### src/rtl/snake_anim_if.sv
// Control and frame bundle for snake_anim: the board control drives the master side,
// the animation engine implements the slave side.
interface snake_anim_if #(
  parameter int unsigned REGLEN = 60,
  parameter int unsigned LENW   = 6,
  parameter int unsigned DIVW   = 8
);
  logic              en;
  logic              restart;
  logic [DIVW-1:0]   step_lim;
  logic [1:0]        mode;
  logic [LENW-1:0]   snk_len;
  logic [REGLEN-1:0] frame;
  logic              step_o;
  logic              dir_o;
  logic              grown;

  modport master (
    output en, restart, step_lim, mode, snk_len,
    input  frame, step_o, dir_o, grown
  );

  modport slave (
    input  en, restart, step_lim, mode, snk_len,
    output frame, step_o, dir_o, grown
  );
endinterface

### src/rtl/snake_anim.sv
// LED snake animation engine: prescaled stepping, growth to a runtime length, rotate/ping/blink.
// Define SNAKE_ANIM_PING_EN to build the ping-pong mode; otherwise mode 2 acts as rotate-left.
module snake_anim #(
  parameter int unsigned REGLEN = 60,
  parameter int unsigned LENW   = 6,
  parameter int unsigned DIVW   = 8
) (
  input logic         clk,
  input logic         reset,
  snake_anim_if.slave bus
);

  localparam int unsigned GW = $clog2(REGLEN + 1);
  localparam int unsigned CW = (LENW > GW) ? LENW : GW;

  typedef enum logic [1:0] {
    ModeRotL  = 2'd0,
    ModeRotR  = 2'd1,
    ModePing  = 2'd2,
    ModeBlink = 2'd3
  } mode_e;

  mode_e             mode;
  logic [DIVW-1:0]   cnt_q, cnt_d;
  logic [REGLEN-1:0] frame_q, frame_d;
  logic [CW-1:0]     g_q, g_d;
  logic [CW-1:0]     len_cap, len_eff, len_ext;
  logic              step_q, step_fire, fill;

  assign mode    = mode_e'(bus.mode);
  assign len_ext = CW'(bus.snk_len);

`ifdef SNAKE_ANIM_PING_EN
  logic dir_q, dir_d;
  logic ping_mode;

  assign ping_mode = (mode == ModePing);
  // One slot stays dark in ping mode so the bounce is visible.
  assign len_cap   = ping_mode ? CW'(REGLEN - 1) : CW'(REGLEN);
`else
  assign len_cap   = CW'(REGLEN);
`endif

  assign len_eff   = (len_ext > len_cap) ? len_cap : len_ext;
  assign fill      = (g_q < len_eff);
  assign step_fire = bus.en && (cnt_q >= bus.step_lim) && !bus.restart;

  always_ff @(posedge clk or posedge reset) begin
    if (reset) begin
      cnt_q   <= '0;
      frame_q <= '0;
      g_q     <= '0;
      step_q  <= 1'b0;
`ifdef SNAKE_ANIM_PING_EN
      dir_q   <= 1'b0;
`endif
    end else begin
      cnt_q   <= cnt_d;
      frame_q <= frame_d;
      g_q     <= g_d;
      step_q  <= step_fire;
`ifdef SNAKE_ANIM_PING_EN
      dir_q   <= dir_d;
`endif
    end
  end

  always_comb begin
    cnt_d = cnt_q;
    if (bus.restart) begin
      cnt_d = '0;
    end else if (bus.en) begin
      // >= keeps the prescaler bounded when step_lim drops below the running count.
      cnt_d = (cnt_q >= bus.step_lim) ? '0 : cnt_q + DIVW'(1);
    end
  end

  always_comb begin
    frame_d = frame_q;
    g_d     = g_q;
`ifdef SNAKE_ANIM_PING_EN
    dir_d   = dir_q;
`endif
    if (bus.restart) begin
      frame_d = '0;
      g_d     = '0;
`ifdef SNAKE_ANIM_PING_EN
      dir_d   = 1'b0;
`endif
    end else if (step_fire) begin
      if (mode != ModeBlink && fill) begin
        g_d = g_q + CW'(1);
      end
`ifdef SNAKE_ANIM_PING_EN
      if (!ping_mode) begin
        dir_d = 1'b0;
      end
`endif
      if (mode == ModeBlink) begin
        frame_d = (frame_q == '0) ? '1 : '0;
`ifdef SNAKE_ANIM_PING_EN
      end else if (ping_mode) begin
        if (!dir_q) begin
          if (frame_q[REGLEN-1]) begin
            dir_d   = 1'b1;
            frame_d = {1'b0, frame_q[REGLEN-1:1]};
          end else begin
            frame_d = {frame_q[REGLEN-2:0], fill};
          end
        end else if (frame_q[0]) begin
          dir_d   = 1'b0;
          frame_d = {frame_q[REGLEN-2:0], fill};
        end else begin
          frame_d = {1'b0, frame_q[REGLEN-1:1]};
        end
`endif
      end else if (mode == ModeRotR) begin
        frame_d = {fill | frame_q[0], frame_q[REGLEN-1:1]};
      end else begin
        frame_d = {frame_q[REGLEN-2:0], fill | frame_q[REGLEN-1]};
      end
    end
  end

  always_comb begin
    bus.frame  = frame_q;
    bus.step_o = step_q;
    bus.grown  = (g_q == len_eff);
`ifdef SNAKE_ANIM_PING_EN
    bus.dir_o  = dir_q;
`else
    bus.dir_o  = 1'b0;
`endif
  end

endmodule

### src/flat_wrapper.sv
// flat-port wrapper written by rule: the top's interface ports become plain ports
module snake_anim_flat 
#(
  parameter int unsigned REGLEN = 60,
  parameter int unsigned LENW   = 6,
  parameter int unsigned DIVW   = 8
)
  (clk, reset, bus_en, bus_restart, bus_step_lim, bus_mode, bus_snk_len, bus_frame, bus_step_o, bus_dir_o, bus_grown);
  snake_anim_if #(.REGLEN(REGLEN), .LENW(LENW), .DIVW(DIVW)) bus_i ();
  input logic clk;
  input logic reset;
  input wire logic [$bits(bus_i.en)-1:0] bus_en;
  input wire logic [$bits(bus_i.restart)-1:0] bus_restart;
  input wire logic [$bits(bus_i.step_lim)-1:0] bus_step_lim;
  input wire logic [$bits(bus_i.mode)-1:0] bus_mode;
  input wire logic [$bits(bus_i.snk_len)-1:0] bus_snk_len;
  output wire logic [$bits(bus_i.frame)-1:0] bus_frame;
  output wire logic [$bits(bus_i.step_o)-1:0] bus_step_o;
  output wire logic [$bits(bus_i.dir_o)-1:0] bus_dir_o;
  output wire logic [$bits(bus_i.grown)-1:0] bus_grown;
  assign bus_i.en = bus_en;
  assign bus_i.restart = bus_restart;
  assign bus_i.step_lim = bus_step_lim;
  assign bus_i.mode = bus_mode;
  assign bus_i.snk_len = bus_snk_len;
  assign bus_frame = bus_i.frame;
  assign bus_step_o = bus_i.step_o;
  assign bus_dir_o = bus_i.dir_o;
  assign bus_grown = bus_i.grown;
  snake_anim #(.REGLEN(REGLEN), .LENW(LENW), .DIVW(DIVW)) u_core (.clk(clk), .reset(reset), .bus(bus_i));
endmodule
### config.mk
export PLATFORM = sky130hd
export DESIGN_NAME = snake_anim_flat
export DESIGN_NICKNAME = d
export VERILOG_FILES = /design/src/rtl/snake_anim_if.sv /design/src/rtl/snake_anim.sv /design/src/flat_wrapper.sv
export SDC_FILE = /design/constraint.sdc
export NUM_CORES = 1
export LEC_CHECK = 0
export ABC_AREA = 1
export ABC_CLOCK_PERIOD_IN_PS = 3600
export CAP_MARGIN = 20
export CORE_ASPECT_RATIO = 1.5
export CORE_MARGIN = 2
export CORE_UTILIZATION = 35
export CTS_BUF_LIST = sky130_fd_sc_hd__clkbuf_4
export DETAILED_ROUTE_END_ITERATION = 16
export PLACE_DENSITY = 0.63
export SYNTH_ARGS = -nofsm -noshare
export SYNTH_HDL_FRONTEND = slang
export SYNTH_SLANG_ARGS = --single-unit
### constraint.sdc
create_clock -name clk -period 3.6 [get_ports clk]
set_clock_uncertainty 0.05 [all_clocks]
set_input_delay 0.54 -clock clk [delete_from_list [all_inputs] [get_ports clk]]
set_output_delay 0.54 -clock clk [all_outputs]
set_load 0.01 [all_outputs]
# [Word level (Yosys, flattened, before mapping)]
# Index checks and enable logic that the tools add are counted.
[word_totals] reg_bits=75 input_bits=20 output_inout_bits=63 word_cells=36
[classes] n_addsub=2 magnitude_cmp=3 n_eq_ne=4 n_mux=12 bitwise=2 reduce_logical=9
[op_table] operator="60-bit two-way mux" n=5
[op_table] operator="60-bit logical NOT" n=1
[op_table] operator="6-bit two-way mux" n=4
[op_table] operator="8-bit two-way mux" n=3
[op_table] operator="8-bit by 1-bit adder with 8-bit output (second input constant)" n=1
[op_table] operator="8-bit greater-or-equal comparator" n=1
[op_table] operator="6-bit by 1-bit adder with 6-bit output (second input constant)" n=1
[op_table] operator="6-bit equality test" n=1
[op_table] operator="6-bit greater-than comparator (second input constant)" n=1
[op_table] operator="6-bit < comparator" n=1
[op_table] operator="2-bit nonzero test" n=3
[op_table] operator="1-bit logical AND" n=3
[op_table] operator="2-bit by 1-bit equality test with 1-bit output (second input constant)" n=1
[op_table] operator="2-bit equality test (second input constant)" n=1
[op_table] operator="2-bit != test (second input constant)" n=1
[op_table] operator="1-bit bitwise OR" n=2
[op_table] operator="2-bit AND reduction" n=1
[op_table] operator="1-bit logical NOT" n=1

# [Logic depth before layout (Yosys ltp)]
[logic_depth] word_depth=8 ltp_mapped=14 mapped_depth_nobuf=13

# [Worst setup path before layout]
# No wires, ideal clock.
[synth_timing] path_type="input -> output" startpoint="input port bus_snk_len[3]" endpoint="output port bus_grown" t_arrival_ns=1.524 required_time_ns=3.010 slack_ns=1.486 path_stages=6 path_buffers=0 path_cell_list="inv_1 nor4_1 o21ai_0 and2_1 ha_1 and3_1"
[synth_via] elab_chain_len=3
[synth_lines] element="from (decl)" line_no="flat_wrapper.sv:16" text="input wire logic [$bits(bus_i.snk_len)-1:0] bus_snk_len;"
[synth_lines] element="6-bit greater-than comparator" line_no="snake_anim.sv:44" text="assign len_eff = (len_ext > len_cap) ? len_cap : len_ext;"
[synth_lines] element="6-bit two-way mux *" line_no="snake_anim.sv:44"
[synth_lines] element="6-bit equality test *" line_no="snake_anim.sv:128" text="bus.grown = (g_q == len_eff);"
[synth_lines] element="to (decl)" line_no="flat_wrapper.sv:20" text="output wire logic [$bits(bus_i.grown)-1:0] bus_grown;"
# Every way passes the cells marked *; elsewhere a longest branch is shown, timed or not.

# [Worst setup path in the final report]
# Ends and elaborated chain as after synthesis.

==> flow_metrics.py <==
metrics = {
    "run_status": {
        "outcome": "complete, no violations",
    },
    "worst_setup_path": {
        "cp_max_fo": 2,
        "path_cells": "clkdlybuf4s50_1 > inv_1 > nor4_1 > o21ai_0 > and2_1 > ha_1 > and3_1 > clkdlybuf4s50_1",
        "crit_family": "buffers and inverters",
        "required_ns": 3.01,
        "endpoint_kind": "primary output",
        "critPathMaxStageDelay_ns": 0.53,
        "crit_slowest_cell": "clkdlybuf4s50_1",
        "critPathLaunchType": "primary input",
        "path_common_cell": "clkdlybuf4s50_1",
        "arrival_ns": 2.57,
        "critPathKind": "in2out",
        "crit_buf_inv": 3,
    },
    "routing": {
        "totalWireLength_mm": 12.5,
        "drc": 0,
        "ant_nets": 0,
        "vias": 4557,
        "drt_iter0_drc": 348,
        "via_per_inst": 5.31,
        "drt_first_pass_iters": 4,
        "routedWlPerCell_um": 14.6,
    },
    "min_path": {
        "min_path_type": "in2async",
    },
    "synth": {
        "synthDistinctLibCells": 28,
        "syn_avg_cell_area_um2": 7.25,
        "synth.cell_area_mm2": 0.00459,
        "synthTopCellsByArea": "dfrtp_1, nand3_1, nand2_1",
        "synth_area_leader_cell": "dfrtp_1",
        "ys_warn_count": 0,
        "synthAdderAreaFrac_pct": 4.36,
        "yosys.area_share.simple_pct": 32.4,
        "synth-compound-area-share_pct": 8.88,
        "yosysSeqAreaShare_pct": 40.8,
        "synth_nets": 670,
        "synth_top_area_share_pct": 40.8,
        "synth.area.mux_share_pct": 0,
        "syn_inst": 634,
        "synth-xor-area-share_pct": 1.53,
        "synth-seq-cells": 75,
        "synth_top_family_by_area": "simple AND/OR/NAND/NOR gates",
    },
    "cts": {
        "worstSkewPairLatency_ns": 0.42,
        "tritoncts": "built",
        "postCtsSetupBuffers": 0,
        "clock_path_buffers": 2,
        "htree_num_levels": 3,
        "cts_root_buf": "clkbuf_4",
        "path_clk_slew_ns": 0.11,
        "cts_hold_repair.buffers": 0,
        "cts_resized": 0,
        "numCtsBuffers": 9,
        "clkSinkCount": 75,
    },
    "run": {
        "maxCapViolCount": 0,
    },
    "sta": {
        "setup-violations-final": 0,
        "relSlewSlack_pct": 53.3,
        "fin_crit_sh_pct": 87.7,
        "final.min_clock_period_ns": 3.16,
        "fin_tns_setup_ns": 0,
        "rsz0062_at_grt": "false",
        "fmax_ghz": 0.317,
        "finalHoldViolCount": 0,
        "slew_viol_final": 0,
        "worstMarginPinSlew_ns": 0.701,
    },
    "global_route": {
        "grt_pass1_wl_mm": 20.9,
        "grt_pass1_vias": 4209,
        "track_usage_pct": 17.8,
        "grt_max_degree": 76,
        "antenna_found_initial": 1,
        "grt_overflow": 0,
    },
    "placed_design": {
        "dp.cells": 842,
        "port_buffers": 81,
        "hpwlAfterDp_mm": 7.96,
        "routabilityCongestion": 0.822,
    },
    "pwr": {
        "powerDensity_mw_per_mm2": 284,
        "power_uw": 1590,
        "p_leak_uw": 0.00314,
        "max-vdd-ir-drop_uv": 145,
    },
    "die": {
        "ios": 83,
        "die_x_um": 97.6,
        "die_area_mm2": 0.0141,
        "rows": 51,
        "die_y_um": 144,
        "start_util_pct": 35.6,
        "core-area_mm2": 0.0129,
    },
    "finish": {
        "drive_gt1_share_pct": 3.86,
        "seqCellArea_mm2": 0.00188,
        "multi_input_area_mm2": 0.00217,
        "postLayoutCoreUtil_pct": 43.6,
        "fillCellCount": 1328,
        "area_growth_pct": 22.3,
        "fin_nets": 731,
        "final_cells": 859,
    },
}
-- cells in the final DEF, fill, tap and decap left out, types with 2 or more instances in the layout --
cell	Yosys	routed
a21oi_1	5	5
buf_12	0	2
buf_4	4	5
clkbuf_4	0	10
clkdlybuf4s50_1	0	80
clkinv_1	0	4
dfrtp_1	75	75
ha_1	16	16
inv_1	86	85
inv_2	3	4
nand2_1	129	127
nand2_2	0	2
nand3_1	129	129
nand4_1	9	9
nor2_1	65	65
o22ai_1	58	58
or2_1	2	2
xnor2_1	3	3
xor2_1	5	5
-- final cells by class --
class / count / share of cell area [%]
Multi-Input combinational cell: 431 / 38.7
Sequential cell: 75 / 33.4
Timing Repair Buffer: 89 / 16.2
Inverter: 89 / 5.95
Tap cell: 159 / 3.54
Clock buffer: 10 / 1.34
Clock inverter: 5 / 0.802
Antenna cell: 1 / 0.0445
-- worst reg2reg max path: stages (launching register included) --
cell and delay (ns):
dfrtp_1 0.42, ha_1 0.30, a21o_1 0.18, nor2_1 0.13, nand3_1 0.15, nand2_2 0.31
buf_12 0.29, nand3_1 0.13, nand2_1 0.09
-- path summary, 6_finish.rpt --
kind	from	cells past startpoint	slack (ns)	to
max	bus_snk_len[3]	8	0.44	bus_grown
max reg2reg	u_core.cnt_q[7]$_DFFE_PP0P_	8	1.49	u_core.bus.frame[48]$_DFFE_PP0P_
min reg2reg	u_core.g_q[5]$_DFFE_PP0P_	2	0.52	u_core.g_q[5]$_DFFE_PP0P_
min	reset	3	0.39	u_core.bus.frame[40]$_DFFE_PP0P_
min in group clk	u_core.g_q[5]$_DFFE_PP0P_	2	0.52	u_core.g_q[5]$_DFFE_PP0P_
max in group asynchronous	reset	4	2.53	u_core.bus.frame[27]$_DFFE_PP0P_
-- power breakdown --
part	internal [µW]	total, µW	switching, µW
logic	85.4	228	142
registers	854	871	17.2
clock network	208	494	287
total	1150	1590	446
-- cells by family after synthesis --
family / Yosys count
and+or+nand+nor: 340
buffers and inverters: 128
other: 1
DFF: 75
xor gates and xnor gates: 8
AOI/OAI and AO/OA: 66
adders and majority gates: 16
-- per-stage QoR --
stage | instance area, µm² | worst slack [ns] | hold WS [ns]
after floorplan | 4590 | 1.10 | 0.442
after global placement | 5470 | 0.500 | 0.486
after detailed placement | 5470 | 0.434 | 0.493
after CTS | 5590 | 0.435 | 0.522
after global routing | 5620 | 0.324 | 0.422
final | 5620 | 0.442 | 0.395
-- cell usage after synthesis (all sizes together) --
cell / number
inv: 89
buf: 26
xor2: 5
nor3b: 1
clkbuf: 13
xnor2: 3
o22ai: 58
nand4: 9
nand2: 130
nor4: 1
and2: 1
or2: 2
dfrtp: 75
o21bai: 1
ha: 16
o21ai: 1
nor2: 65
conb: 1
and3: 1
a21o: 1
nand3b: 1
nand3: 129
a21oi: 5
-- sequential cells by signal, summed over array words and instances (netlist names) --
name	cells
u_core.g_q	6
u_core.bus.frame	60
u_core.bus.step_o	1
u_core.cnt_q	8
-- per-layer routing --
metal / track usage, % / wire [µm]
met1: 22.6 / 5210
met2: 30.6 / 6390
met3: 2.80 / 636
met4: 6.94 / 274
met5: 0 / 0
No activity file was read; power rests on OpenSTA's default activity.
